`src/rtl/predecode_pkg.sv`:
```
// Shared widths, LoongArch opcode constants and bus payload layouts for the pre-decode stage.
package predecode_pkg;

  localparam int unsigned XLEN          = 32;
  localparam int unsigned FPD_BUS_W     = 75;
  localparam int unsigned PREDICT_BUS_W = 33;
  localparam int unsigned PDD_BUS_W     = 107;

  localparam logic [5:0] OP_JIRL = 6'b010011;
  localparam logic [5:0] OP_B    = 6'b010100;
  localparam logic [5:0] OP_BL   = 6'b010101;
  localparam logic [5:0] OP_BEQ  = 6'b010110;
  localparam logic [5:0] OP_BNE  = 6'b010111;
  localparam logic [5:0] OP_BLT  = 6'b011000;
  localparam logic [5:0] OP_BGE  = 6'b011001;
  localparam logic [5:0] OP_BLTU = 6'b011010;
  localparam logic [5:0] OP_BGEU = 6'b011011;

  typedef struct packed {
    logic [XLEN-1:0] pc;
    logic [31:0]     inst;
    logic            req;
    logic            ex;
    logic [7:0]      ecode;
    logic            esubcode;
  } fpd_bus_t;

  typedef struct packed {
    logic [XLEN-1:0] pc;
    logic [31:0]     inst;
    logic            pred_taken;
    logic [XLEN-1:0] pred_target;
    logic            ex;
    logic [7:0]      ecode;
    logic            esubcode;
  } pdd_bus_t;

  typedef struct packed {
    logic            taken;
    logic [XLEN-1:0] target;
  } predict_bus_t;

endpackage

```
`src/rtl/br_predecode.sv`:
```
// Static direction/target prediction for LoongArch direct branches; purely combinational.
module br_predecode
  import predecode_pkg::*;
#(
  parameter bit STATIC_BTFN    = 1'b1,
  parameter bit PREDICT_UNCOND = 1'b1
) (
  input  logic [XLEN-1:0] pc,
  input  logic [31:0]     inst,
  input  logic            ex,
  output logic            is_branch,
  output logic            pred_taken,
  output logic [XLEN-1:0] pred_target
);

  logic [5:0]      op;
  logic            is_uncond;
  logic            is_cond;
  logic [XLEN-1:0] off_uncond;
  logic [XLEN-1:0] off_cond;
  logic [XLEN-1:0] br_pc;
  logic [XLEN-1:0] seq_pc;

  always_comb begin
    op         = inst[31:26];
    is_uncond  = (op == OP_B) || (op == OP_BL);
    is_cond    = (op == OP_BEQ)  || (op == OP_BNE) || (op == OP_BLT) ||
                 (op == OP_BGE)  || (op == OP_BLTU) || (op == OP_BGEU);
    // JIRL counts as a branch but its register target cannot be known here
    is_branch  = is_uncond || is_cond || (op == OP_JIRL);

    off_uncond = {{4{inst[9]}}, inst[9:0], inst[25:10], 2'b00};
    off_cond   = {{14{inst[25]}}, inst[25:10], 2'b00};

    // backward-taken / forward-not-taken keys off the offset sign bit
    pred_taken = !ex && ((is_uncond && PREDICT_UNCOND) ||
                         (is_cond && STATIC_BTFN && inst[25]));

    br_pc       = pc + (is_uncond ? off_uncond : off_cond);
    seq_pc      = pc + XLEN'(4);
    pred_target = pred_taken ? br_pc : seq_pc;
  end

endmodule

```
`src/rtl/predecode.sv`:
```
// Pre-decode pipeline stage: holds one fetched instruction, attaches a static branch
// prediction, redirects fetch on predicted-taken branches and drops wrong-path fetches.
module predecode
  import predecode_pkg::*;
#(
  parameter bit STATIC_BTFN    = 1'b1,
  parameter bit PREDICT_UNCOND = 1'b1
) (
  input  logic                     clk,
  input  logic                     rst,
  input  logic                     FpD_valid,
  input  logic [FPD_BUS_W-1:0]     FpD_BUS,
  output logic                     pD_allowin,
  input  logic                     D_allowin,
  input  logic                     flush,
  input  logic                     predict_error,
  output logic [PREDICT_BUS_W-1:0] predict_BUS,
  output logic                     pDD_valid,
  output logic [PDD_BUS_W-1:0]     pDD_BUS
);

  fpd_bus_t        fpd;
  pdd_bus_t        pdd_q;
  predict_bus_t    pred_q;
  logic            pd_valid;
  logic            expect_valid;
  logic [XLEN-1:0] expect_pc;

  logic            bp_is_branch;
  logic            bp_taken;
  logic [XLEN-1:0] bp_target;

  logic            flush_any;
  logic            accept;
  logic            wrong_path;
  logic            unused_ok;

  assign fpd        = fpd_bus_t'(FpD_BUS);
  assign flush_any  = flush | predict_error;
  assign pD_allowin = !pd_valid || D_allowin;
  assign accept     = FpD_valid && pD_allowin;
  assign wrong_path = expect_valid && (fpd.pc != expect_pc);
  assign unused_ok  = &{1'b0, fpd.req, bp_is_branch};

  br_predecode #(
    .STATIC_BTFN   (STATIC_BTFN),
    .PREDICT_UNCOND(PREDICT_UNCOND)
  ) u_br (
    .pc         (fpd.pc),
    .inst       (fpd.inst),
    .ex         (fpd.ex),
    .is_branch  (bp_is_branch),
    .pred_taken (bp_taken),
    .pred_target(bp_target)
  );

  // Pipeline register, wrong-path tracker and one-shot redirect pulse
  always_ff @(posedge clk or posedge rst) begin
    if (rst) begin
      pd_valid     <= 1'b0;
      pdd_q        <= '0;
      pred_q       <= '0;
      expect_valid <= 1'b0;
      expect_pc    <= '0;
    end else begin
      pred_q <= '0;
      if (flush_any) begin
        pd_valid     <= 1'b0;
        expect_valid <= 1'b0;
      end else if (accept) begin
        pd_valid <= !wrong_path;
        if (!wrong_path) begin
          pdd_q.pc          <= fpd.pc;
          pdd_q.inst        <= fpd.inst;
          pdd_q.pred_taken  <= bp_taken;
          pdd_q.pred_target <= bp_target;
          pdd_q.ex          <= fpd.ex;
          pdd_q.ecode       <= fpd.ecode;
          pdd_q.esubcode    <= fpd.esubcode;
          expect_valid      <= 1'b1;
          expect_pc         <= bp_target;
          if (bp_taken) begin
            pred_q.taken  <= 1'b1;
            pred_q.target <= bp_target;
          end
        end
      end else if (D_allowin) begin
        pd_valid <= 1'b0;
      end
    end
  end

  assign pDD_valid   = pd_valid;
  assign pDD_BUS     = pdd_q;
  assign predict_BUS = pred_q;

endmodule

```
`config.mk`:
```
export PLATFORM = sky130hd
export DESIGN_NAME = predecode
export DESIGN_NICKNAME = d
export VERILOG_FILES = /design/src/rtl/predecode_pkg.sv /design/src/rtl/br_predecode.sv /design/src/rtl/predecode.sv
export SDC_FILE = /design/constraint.sdc
export NUM_CORES = 1
export LEC_CHECK = 0
export CAP_MARGIN = 20
export CORE_MARGIN = 3
export CORE_UTILIZATION = 45
export CTS_BUF_LIST = sky130_fd_sc_hd__clkbuf_2 sky130_fd_sc_hd__clkbuf_4 sky130_fd_sc_hd__clkbuf_8
export DETAILED_ROUTE_END_ITERATION = 7
export GPL_TIMING_DRIVEN = 0
export PLACE_DENSITY_LB_ADDON = 0.25
export SETUP_SLACK_MARGIN = 0.3
export SLEW_MARGIN = 5
export SYNTH_ARGS = -nofsm -noshare
export SYNTH_HDL_FRONTEND = slang
export SYNTH_SLANG_ARGS = --single-unit
```
`constraint.sdc`:
```
create_clock -name clk -period 10.2 [get_ports clk]
set_input_delay 1.53 -clock clk [delete_from_list [all_inputs] [get_ports clk]]
set_output_delay 1.53 -clock clk [all_outputs]
set_load 0.05 [all_outputs]
```
==> summary.txt <==
period utilisation layout -> 60.0%
H-tree levels -> 4
Post-synth EDFFs -> 0
Iter 0 DRT Violations -> 336
number of maximum-capacitance constraint violations -> 0
Area growth syn-to-layout -> 41.5%
max-slew violation count -> 0
vias per cell -> 5.34
Power per Cell Area -> 203 mW/mm²
top-area cell type share of the netlist area -> 48.8%
global-route track usage on met2 -> 37.5%
xor/xnor share of the synthesized area -> 7.20%
worst clock skew -> 0.0137 ns
most area-hungry cell type in the Yosys netlist -> sky130_fd_sc_hd__dfrtp_1
buffer and inverter count on the worst path -> 2
Setup violations, final -> 0
drt first pass iters -> 5
gate family responsible for the most delay along the worst path -> compound AO/OA/AOI/OAI gates
classification of the worst-slack hold path -> reg -> reg
post-route design area -> 0.0102 mm²
instance count on the critical path -> 16
post-CTS setup buffers -> 0
core region area -> 0.0154 mm²
transition time at the pin with the least slew margin -> 0.772 ns
area of placed instances -> 0.00969 mm²
arithmetic-cell share of the synthesized area counting full adders, half adders and majority gates -> 5.33%
maximum count of clock buffers along a single path -> 2
# nets final -> 978
Relative slew margins -> 48.4%
dominant combinational cell family by area after synthesis -> multiplexers
number of hold-slack violations in the final timing report -> 0
top-level I/O count -> 223
global-route congestion overflow total -> 0
worst setup path class -> in -> reg
routability congestion estimate from global placement -> 0.866
routed via count -> 5825
Top FF cell, synth -> sky130_fd_sc_hd__dfrtp_1
CTS-repair resized insts -> 0
met3 capacity usage during global routing -> 7.52%
Clock Latency Late Sink -> 0.45 ns
Setup TNS Final -> 0 ns
CP required -> 10.54 ns
setup repair after global routing missed its margin -> no
synthesized net count -> 737
wire length of the first global-routing pass -> 33.1 mm
die boundary height -> 132 µm
share of synthesized area spent on multiplexers -> 15.1%
largest net degree at the start of global routing -> 74
combined area of all synthesized cells -> 0.00718 mm²
number of warning messages in the yosys log -> 0
Non-Filler Instances -> 1091
All-Layer GR Usage -> 24.0%
final period demand of the worst path -> 6.12 ns
worst voltage drop across the vdd grid -> 0.133 mV
fraction of layout cells with a size suffix above 1 -> 18.0%
commonest cells after routing, fill and taps aside -> sky130_fd_sc_hd__clkdlybuf4s50_1, sky130_fd_sc_hd__dfrtp_1, sky130_fd_sc_hd__mux2_2
full die area -> 0.0175 mm²
clk slew on worst S/H paths -> 0.08 ns
arrival time reported for the critical path endpoint -> 6.46 ns
number of different library cells in the post-synthesis netlist -> 49
crit path cell chain -> clkdlybuf4s50_1 > nor3b_2 > a21oi_1 > nor3b_1 > clkbuf_1 > nand2b_1 > ha_1 > fa_1 > a211oi_1 > o211ai_1 > a21o_1 > a211oi_2 > o21a_1 > o21ai_1 > xor2_1 > mux2_2
PortBufs -> 221
cell count after placement -> 1059
Clock Sink Count -> 140
DRC viols -> 0
row cnt -> 45
average wire per standard cell -> 18.8 µm
cell leakage power -> 4.49 nW
via count of the first global-routing pass -> 6061
GRT Max-Usage Layer -> met2
clock tree from TritonCTS -> yes
run status -> completed
kind of start point of the critical path -> input pin
quantity of hold-fixing buffers added after cts -> 0
slowest cell delay on critical path -> 0.64 ns
Post-Synthesis Cells -> 626
biggest area contributors in the synthesized netlist -> sky130_fd_sc_hd__dfrtp_1, sky130_fd_sc_hd__mux2_2, sky130_fd_sc_hd__xor2_1, sky130_fd_sc_hd__ha_1, sky130_fd_sc_hd__a21oi_1
number of synthesized register bits -> 140
# fillers -> 1247
fraction of the mapped netlist area in compound gates -> 10.4%
fraction of the mapped netlist area in simple logic gates -> 10.7%
antenna violations before repair -> 0
most common cell after layout, fill and taps aside -> sky130_fd_sc_hd__clkdlybuf4s50_1
FF-to-FF path depth -> 8
number of antenna cells inserted -> 0
critical-path cell with the highest stage delay -> sky130_fd_sc_hd__nor3b_1
x dimension of the die -> 132 µm
cell chosen for the clock root -> sky130_fd_sc_hd__clkbuf_8
Detail Placement HPWL -> 15.9 mm
Num CTS Buffers -> 17
Initial Util -> 46.5%
portion of the post-synthesis area used by sequential elements -> 48.8%
final wirelength -> 20.5 mm
Min-Delay Path Depth -> 1
fraction of registers with async set or reset after synthesis -> 100%
remaining antenna violation count -> 0
Post-Synthesis Mean Instance Area -> 11.5 µm²
type of element capturing the critical path -> flop
fraction of met1 tracks used by global routing -> 32.4%
timing-limited maximum frequency -> 0.163 GHz
worst-path maximum fanout -> 10
[layer usage]
metal | wire, µm | share of wire, %
met1 | 8870 | 43
met2 | 9440 | 46
met3 | 1710 | 8.4
met4 | 469 | 2.3
met5 | 0 | 0
[final timing paths]
| path | slack [ns] | to | from |
|---|---|---|---|
| max in group asynchronous | 7.89 | pDD_BUS[49] | rst |
| min reg2reg | 0.49 | pDD_BUS[42] | pDD_BUS[42] |
| max | 4.08 | expect_pc[26] | FpD_BUS[39] |
| min | 0.49 | pDD_BUS[42] | pDD_BUS[42] |
| max reg2reg | 7.32 | pDD_BUS[0] | expect_pc[18] |
| min in group asynchronous | 1.54 | pDD_BUS[53] | rst |
[cells in the mapped netlist (2+ instances only)]
| master | n |
|---|---|
| sky130_fd_sc_hd__nand2b_1 | 3 |
| sky130_fd_sc_hd__nand4_1 | 5 |
| sky130_fd_sc_hd__inv_1 | 9 |
| sky130_fd_sc_hd__and2_1 | 26 |
| sky130_fd_sc_hd__a211oi_1 | 6 |
| sky130_fd_sc_hd__o31ai_2 | 2 |
| sky130_fd_sc_hd__a211oi_2 | 2 |
| sky130_fd_sc_hd__buf_2 | 13 |
| sky130_fd_sc_hd__nor3_1 | 5 |
| sky130_fd_sc_hd__or2_2 | 2 |
| sky130_fd_sc_hd__ha_1 | 29 |
| sky130_fd_sc_hd__nor2b_1 | 5 |
| sky130_fd_sc_hd__a31oi_1 | 5 |
| sky130_fd_sc_hd__buf_4 | 4 |
| sky130_fd_sc_hd__nor2_1 | 28 |
| sky130_fd_sc_hd__o21ai_1 | 6 |
| sky130_fd_sc_hd__o31ai_1 | 2 |
| sky130_fd_sc_hd__xor2_1 | 42 |
| sky130_fd_sc_hd__nand3_1 | 17 |
| sky130_fd_sc_hd__nor4_1 | 8 |
| sky130_fd_sc_hd__mux2_2 | 96 |
| sky130_fd_sc_hd__o21bai_1 | 2 |
| sky130_fd_sc_hd__and3_1 | 16 |
| sky130_fd_sc_hd__o311ai_1 | 2 |
| sky130_fd_sc_hd__xnor2_1 | 17 |
| sky130_fd_sc_hd__dfrtp_1 | 140 |
| sky130_fd_sc_hd__clkbuf_1 | 13 |
| sky130_fd_sc_hd__o21ai_0 | 10 |
| sky130_fd_sc_hd__o211ai_1 | 3 |
| sky130_fd_sc_hd__a21o_1 | 17 |
| sky130_fd_sc_hd__a21oi_1 | 48 |
| sky130_fd_sc_hd__nand2_1 | 23 |
| sky130_fd_sc_hd__o21a_1 | 4 |
[through the flow]
step	hold slack (ns)	util, %	power [W]	setup WS, ns
floorplan	0.512	-	0.00124	4.92
global placement	0.475	62.6	0.00153	3.12
detailed placement	0.480	62.8	0.00155	3.81
CTS	0.499	65.9	0.00209	4.26
global route	0.517	65.9	0.00215	3.91
finish	0.488	65.9	0.00206	4.08
[where the power goes]
part	leakage [nW]	total [W]	switching (W)	internal (W)
Clock	0.241	0.000534	0.000227	0.000307
Combinational	2.52	0.000815	0.000516	0.000299
Sequential	1.73	0.000716	0.0000654	0.000651
[cell families after synthesis]
logic type	after synthesis
buffers and inverters	40
and+or+nand+nor	145
adders and majority gates	30
DFF	140
xor gates and xnor gates	59
AOI/OAI and AO/OA	116
muxes	96
[sequential cells by signal, summed over array words and instances (netlist names)]
register	flops
pDD_BUS	75
expect_valid	1
expect_pc	30
pDD_valid	1
predict_BUS	33
[layout make-up]
type	instances	area (µm²)	area share, %
Inverter	9	38.8	0.382
Buffer	31	149	1.47
Clock buffer	19	262	2.57
Clock inverter	13	213	2.09
Timing Repair Buffer	222	2240	22.0
Sequential cell	140	3500	34.5
Tap cell	211	264	2.60
Multi-Input combinational cell	446	3490	34.4
Power figures use the tool's default switching activity.
